`src/rtl/multi_cycle_sequencer_pkg.sv`:
```
// Shared state and opcode codes for the multi-cycle sequencer.
package multi_cycle_sequencer_pkg;

  localparam int unsigned STATE_LEN = 3;
  localparam int unsigned OPCODE    = 6;

  typedef enum logic [STATE_LEN-1:0] {
    STATE_IF   = 3'd0,
    STATE_ID   = 3'd1,
    STATE_EX   = 3'd2,
    STATE_MEM  = 3'd3,
    STATE_WB   = 3'd4,
    STATE_HALT = 3'd5
  } state_e;

  localparam logic [OPCODE-1:0] OP_RTYPE = 6'b000000;
  localparam logic [OPCODE-1:0] OP_J     = 6'b000010;
  localparam logic [OPCODE-1:0] OP_BEQ   = 6'b000100;
  localparam logic [OPCODE-1:0] OP_ADDI  = 6'b001000;
  localparam logic [OPCODE-1:0] OP_ORI   = 6'b001101;
  localparam logic [OPCODE-1:0] OP_LW    = 6'b100011;
  localparam logic [OPCODE-1:0] OP_SW    = 6'b101011;

  function automatic logic is_alu_op(input logic [OPCODE-1:0] op);
    return (op == OP_RTYPE) || (op == OP_ADDI) || (op == OP_ORI);
  endfunction

  function automatic logic is_mem_op(input logic [OPCODE-1:0] op);
    return (op == OP_LW) || (op == OP_SW);
  endfunction

endpackage

```
`src/rtl/multi_cycle_sequencer_perf_counter.sv`:
```
// Enable-gated wrapping counter used for the sequencer's performance counters.
module perf_counter #(
  parameter int unsigned Width = 32
) (
  input  logic             clk_i,
  input  logic             rst_ni,
  input  logic             en_i,
  output logic [Width-1:0] count_o
);

  logic [Width-1:0] count_q, count_d;

  always_comb begin
    count_d = count_q;
    if (en_i) count_d = count_q + 1'b1;
  end

  always_ff @(posedge clk_i or negedge rst_ni) begin
    if (!rst_ni) count_q <= '0;
    else         count_q <= count_d;
  end

  assign count_o = count_q;

endmodule

```
`src/rtl/multi_cycle_sequencer.sv`:
```
// Multi-cycle CPU sequencer: IF/ID/EX/MEM/WB stepping with memory wait states and halt.
// Performance counters are built only when MC_SEQ_PERF_CNT_EN is defined.
module multi_cycle_sequencer
  import multi_cycle_sequencer_pkg::*;
#(
  parameter int unsigned CNT_W = 32
) (
  input  logic                 clk,
  input  logic                 rst_n,
  input  logic [OPCODE-1:0]    opcode,
  input  logic                 imem_ready,
  input  logic                 dmem_ready,
  input  logic                 halt_req,
  output logic [STATE_LEN-1:0] state,
  output logic                 imem_req,
  output logic                 dmem_req,
  output logic                 ir_write,
  output logic                 pc_write,
  output logic                 pc_write_cond,
  output logic                 instr_done,
  output logic                 illegal_op,
  output logic                 halted,
  output logic [CNT_W-1:0]     cycle_cnt,
  output logic [CNT_W-1:0]     retire_cnt
);

  state_e state_q, state_d;
  logic   imem_req_c, dmem_req_c, ir_write_c, pc_write_c, pc_cond_c, done_c, illegal_c;

  always_comb begin
    state_d    = state_q;
    imem_req_c = 1'b0;
    dmem_req_c = 1'b0;
    ir_write_c = 1'b0;
    pc_write_c = 1'b0;
    pc_cond_c  = 1'b0;
    done_c     = 1'b0;
    illegal_c  = 1'b0;
    unique case (state_q)
      STATE_IF: begin
        imem_req_c = 1'b1;
        if (imem_ready) begin
          ir_write_c = 1'b1;
          pc_write_c = 1'b1;
          state_d    = STATE_ID;
        end
      end
      STATE_ID: begin
        if (opcode == OP_J) begin
          pc_write_c = 1'b1;
          done_c     = 1'b1;
        end else begin
          state_d = STATE_EX;
        end
      end
      STATE_EX: begin
        if (opcode == OP_BEQ) begin
          pc_cond_c = 1'b1;
          done_c    = 1'b1;
        end else if (is_alu_op(opcode)) begin
          state_d = STATE_WB;
        end else if (is_mem_op(opcode)) begin
          state_d = STATE_MEM;
        end else begin
          // Unsupported opcode retires as a NOP.
          illegal_c = 1'b1;
          done_c    = 1'b1;
        end
      end
      STATE_MEM: begin
        dmem_req_c = 1'b1;
        if (dmem_ready) begin
          if (opcode == OP_LW) state_d = STATE_WB;
          else                 done_c  = 1'b1;
        end
      end
      STATE_WB: done_c = 1'b1;
      STATE_HALT: begin
        if (!halt_req) state_d = STATE_IF;
      end
      default: state_d = STATE_IF;
    endcase
    // halt_req only matters on the ending cycle, so mid-instruction requests are deferred.
    if (done_c) state_d = halt_req ? STATE_HALT : STATE_IF;
  end

  always_ff @(posedge clk or negedge rst_n) begin
    if (!rst_n) state_q <= STATE_IF;
    else        state_q <= state_d;
  end

  assign state         = state_q;
  assign halted        = (state_q == STATE_HALT);
  assign imem_req      = imem_req_c & rst_n;
  assign dmem_req      = dmem_req_c & rst_n;
  assign ir_write      = ir_write_c & rst_n;
  assign pc_write      = pc_write_c & rst_n;
  assign pc_write_cond = pc_cond_c & rst_n;
  assign instr_done    = done_c & rst_n;
  assign illegal_op    = illegal_c & rst_n;

`ifdef MC_SEQ_PERF_CNT_EN
  perf_counter #(
    .Width (CNT_W)
  ) u_cycle_cnt (
    .clk_i   (clk),
    .rst_ni  (rst_n),
    .en_i    (state_q != STATE_HALT),
    .count_o (cycle_cnt)
  );

  perf_counter #(
    .Width (CNT_W)
  ) u_retire_cnt (
    .clk_i   (clk),
    .rst_ni  (rst_n),
    .en_i    (done_c),
    .count_o (retire_cnt)
  );
`else
  assign cycle_cnt  = '0;
  assign retire_cnt = '0;
`endif

endmodule

```
`config.mk`:
```
export PLATFORM = sky130hd
export DESIGN_NAME = multi_cycle_sequencer
export DESIGN_NICKNAME = d
export VERILOG_FILES = /design/src/rtl/multi_cycle_sequencer_pkg.sv /design/src/rtl/multi_cycle_sequencer_perf_counter.sv /design/src/rtl/multi_cycle_sequencer.sv
export SDC_FILE = /design/constraint.sdc
export NUM_CORES = 1
export LEC_CHECK = 0
export ABC_AREA = 0
export BUFFER_PORTS_ARGS = -buffer_cell sky130_fd_sc_hd__clkbuf_2
export CORE_MARGIN = 2
export CORE_UTILIZATION = 40
export CTS_BUF_LIST = sky130_fd_sc_hd__clkbuf_16
export DETAILED_ROUTE_END_ITERATION = 8
export GPL_ROUTABILITY_DRIVEN = 0
export PLACE_DENSITY = 0.86
export SYNTH_ARGS = -nofsm -noshare
export SYNTH_HDL_FRONTEND = slang
export SYNTH_SLANG_ARGS = --single-unit
```
`constraint.sdc`:
```
create_clock -name clk -period 3.2 [get_ports clk]
set_input_delay 0.16 -clock clk [delete_from_list [all_inputs] [get_ports clk]]
set_output_delay 0.16 -clock clk [all_outputs]
set_load 0.02 [all_outputs]
```
### After elaboration in Yosys (flattened, before gate mapping)

Cells that the tools add are included.

| storage, ports and cells | value |
|---|---|
| register bits after elaboration | 3 |

| cells by class | value |
|---|---|
| equal/unequal tests | 19 |
| mux-type cells | 27 |
| bitwise logic cells | 7 |
| reduce and logical (&&, ||, !) cells | 6 |

Operators by type and width:

| cell | count |
|---|---|
| 2-to-1 mux 3 bit | 10 |
| one-hot mux 3 bit (6 select lines) | 1 |
| != test 3 bit, second input constant | 5 |
| 2-to-1 mux 1 bit | 14 |
| == test 6 x 4 -> 1 bit, second input constant | 2 |
| == test 6 bit, second input constant | 2 |
| AND reduction 8 bit | 1 |
| AND 1 bit | 7 |
| == test 3 x 2 -> 1 bit, second input constant | 2 |
| == test 3 bit, second input constant | 2 |
| == test 6 x 2 -> 1 bit, second input constant | 1 |
| == test 6 x 3 -> 1 bit, second input constant | 1 |
| logical NOT 6 bit | 1 |
| != test 4 bit, second input constant | 1 |
| one-hot mux 1 bit (4 select lines) | 1 |
| == test 3 x 1 -> 1 bit, second input constant | 1 |
| logical NOT 3 bit | 1 |
| logical OR 1 bit | 3 |
| != test 3 x 2 -> 1 bit, second input constant | 1 |
| != test 2 bit, second input constant | 1 |
| one-hot mux 1 bit (2 select lines) | 1 |

### Logic depth before layout (Yosys ltp)

| depth | value |
|---|---|
| depth in word-level cells | 8 |
| depth in mapped cells | 6 |
| depth with buffers taken out | 5 |

### Worst setup path before layout

No wires, ideal clock.

| path | value |
|---|---|
| path kind | reg2reg |
| start point | reg state_q[2], in the netlist state[2] |
| end point | reg state_q[0], in the netlist state[0] |
| setup time | 0.125 ns |
| data arrival time | 1.372 ns |
| data required time | 3.075 ns |
| slack | 1.703 ns |
| cell stages (with the launch flop) | 6 |
| buffers on the path | 1 |
| period minus slack after synthesis | 1.497 ns |
| path through | dfrtp_1 > buf_4 > nor3b_1 > a21oi_2 > nand3_2 > mux2_4 |

| between the ends | value |
|---|---|
| longest elaborated chain between the ends | 4 |

Ends and longest elaborated chain:

| element | RTL line | text |
|---|---|---|
| start, declared | multi_cycle_sequencer.sv:27 | `state_e state_q, state_d;` |
| start signal, assigned | multi_cycle_sequencer.sv:89 | `else state_q <= state_d;` |
| == test 3 bit (tied with other cells) | multi_cycle_sequencer.sv:39 | `unique case (state_q)` |
| one-hot mux 1 bit (4 select lines) | multi_cycle_sequencer.sv:39 |  |
| != test 4 bit (no line) (tied with other cells) | n/a |  |
| AND reduction 8 bit (no line) | n/a |  |

Parallel ways exist; a longest one is shown, timed or not.
A chain may end at the register's enable or synchronous reset.

### Worst setup path after layout

| path | value |
|---|---|
| start point | reg state_q[0], in the netlist state[0] |
| end point | out instr_done |

| between the ends | value |
|---|---|
| longest elaborated chain between the ends | 3 |

Ends and longest elaborated chain:

| element | RTL line | text |
|---|---|---|
| == test 3 bit (tied with other cells) | multi_cycle_sequencer.sv:39 |  |
| one-hot mux 1 bit (4 select lines) * | multi_cycle_sequencer.sv:39 |  |
| AND 1 bit * | multi_cycle_sequencer.sv:99 | `assign instr_done = done_c & rst_n;` |
| end, declared | multi_cycle_sequencer.sv:20 | `output logic instr_done,` |

Mark *: on every way between the ends. The rest lies on a longest branch, timed or not.

==> run metrics <==
Worst-path clk slew=0.03 ns; Synth Area in Simple Gates=25.82%; Crit. Startpoint=state[0]; antenna violations before repair=0; largest family of logic cells by synthesized area=buffers and inverters; synthesis warning total=0; Max-Cap Viols=0; share of the synthesized area in the top cell type=52.99%; status=finished clean; Critical Setup Path Class=flop to primary output; CTS H-Tree Depth=1; ANT cells=0; pre-CTS setup slack=1.539 ns; Yosys top cell by area=buf_4; fin crit period=1.890 ns; Die X=51.98 um; Area Overhead vs Synth=-3.533%; CP arrival=1.73 ns; starting density of the core=42.03%; Die ar.=2702 sq um; clk buf depth=2; Hold Path Class=input port to flop; WHS=0.2285 ns; Pins Over Slew Limit=0; # IOs=86; Critical Path Source Type=flop; CP top delay family=flip-flops; Crit-path slowest cell=dfrtp_1; total track usage=10.01%; design area=888.4 sq um; CP Data Required Time=3.04 ns; Vias/cell=3.779; Root Driver=clkbuf_16; critical path's largest stage delay=0.62 ns; CTS buffer count=3; synth unique cells=31; CP cell instances=nor3b_1 > a21oi_2 > nand3_2 > and2_1 > clkbuf_2; XOR/XNOR Fraction of Synth Area=0%; Pwr Density=755.4 nW/um^2; VDD IR-drop max=0.5674 mV; Final Cycle Share=59.06%; grt ovf=0; worst hold start=halt_req; vias in the first global route=460; initial DRC count=16; cell count after placement=167; reg2reg start=state[0]; core area=2191 sq um; Clock Sinks=3; Setup violations, final=0; mux contribution to synthesized area=3.804%; Power Total=0.6711 mW; Compound-Gate Fraction of Synth Area=7.337%; Final #Nets=156; TritonCTS clock tree=built; final core occ=40.55%; ranking of synthesized cells by area=buf_4, dfrtp_1, nand2_1; layout cells sized above 1=22.22%; post-DP HPWL=1214 um; max reg flops=3; Max FO, Critical Path=16; Routed Antenna Nets=0; Setup WS post-layout=1.310 ns; WL final=1432 um; detailed-routing iteration count for the pre-antenna-repair pass=4; dpl cell area=799.5 sq um; Seq/Total Area, Yosys=8.152%; largest net degree at the start of global routing=18; Lkg Pwr=0.5177 nW; synthesis-stage register bit count=3; first-pass GRT wire length=2001 um; Final Hold Viols=0; buffer and inverter count on the worst path=1; wire length per cell=8.326 um; Clk Latency, worst-skew pair=0.22 ns; post-route setup TNS=0 ns; Mapped Cells=122; DRC=0; final cell count without fillers=172; top achievable clock speed=529.2 MHz; routed vias=650; synthesized area=920.9 sq um; num rows=17; mean area per synthesized cell=7.548 sq um; RSZ-0062 raised after global routing=no; skew final=0.001556 ns; Chip Height=51.98 um; IO buf count=21; adder-cell share of the synthesized area=0%; Critical Path Sink Type=primary output
-- per-layer routing --
metal	share of wire, %	global-route usage [%]
met1	43	13.17
met4	0	1.316
met2	43	14.77
met3	14	5.172
met5	0	0
-- cell families (layout without fill, tap and decap cells) --
logic type      count (synthesis)  in the layout
simple gates                   38             38
buf+inv                        68             27
compound gates                  9              9
mux                             3              3
other cells                     1             64
flops                           3              3
-- worst paths after layout --
check | slack (ns) | depth (start not counted) | endpoint
max in group asynchronous | 2.76 | 2 | state[0]
min in group asynchronous | 0.29 | 2 | state[1]
max reg2reg | 1.56 | 4 | state[0]
min | 0.23 | 2 | state[0]
max | 1.31 | 5 | instr_done
min reg2reg | 0.65 | 1 | state[1]
-- final cells by class --
class / count / area [sq um]
clock inverters: 1 / 3.754
clock buffers: 3 / 75.07
inverters: 1 / 3.754
multi-input cells: 114 / 580.6
well taps: 28 / 35.03
fillers: 247 / 1303
flip-flops and latches: 3 / 75.07
repair buffers: 22 / 115.1
-- worst reg2reg max path, cell delays in order, from the launching register on --
cell and delay, ns:
dfrtp_1 0.62, nor3b_1 0.38, a21oi_2 0.14, nand3_2 0.09
mux2_4 0.30
-- synth_stat cells, drive strengths merged --
| library cell | count |
|---|---|
| nand3 | 5 |
| nand2b | 1 |
| and2 | 1 |
| o41ai | 1 |
| nor2b | 3 |
| nor2 | 6 |
| nand4b | 2 |
| buf | 67 |
| a32o | 1 |
| o211ai | 1 |
| and3 | 4 |
| nor3 | 5 |
| inv | 1 |
| and4bb | 1 |
| nand2 | 6 |
| mux2i | 2 |
| o2bb2ai | 1 |
| a21oi | 3 |
| o21ai | 2 |
| nor4 | 1 |
| dfrtp | 3 |
| nor3b | 3 |
| conb | 1 |
| mux2 | 1 |
-- power by group --
part	internal [mW]	leakage (nW)	switching, mW
clock	0.161	0.0423	0.0333
combinational	0.131	0.439	0.221
sequential	0.0573	0.0363	0.0670
total	0.350	0.518	0.321
-- cells in the final DEF (no fill, tap or decap), types with 2 or more instances in the layout --
master / count
clkbuf_16: 3
a21oi_1: 2
inv_1: 2
conb_1: 64
dfrtp_1: 3
nand2_1: 6
clkbuf_2: 21
nor3_1: 4
nand3_1: 3
nand4b_1: 2
nand3_2: 2
nor2_1: 6
nor3b_1: 3
and3_1: 3
nor2b_1: 2
mux2i_1: 2
-- what timing repair did --
item,4_1_cts,5_1_grt
endpoints found under the hold margin,3,0
buffers inserted,0,0
hold buffers,1,0
resized for setup,0,0
Power figures use the tool's default switching activity.
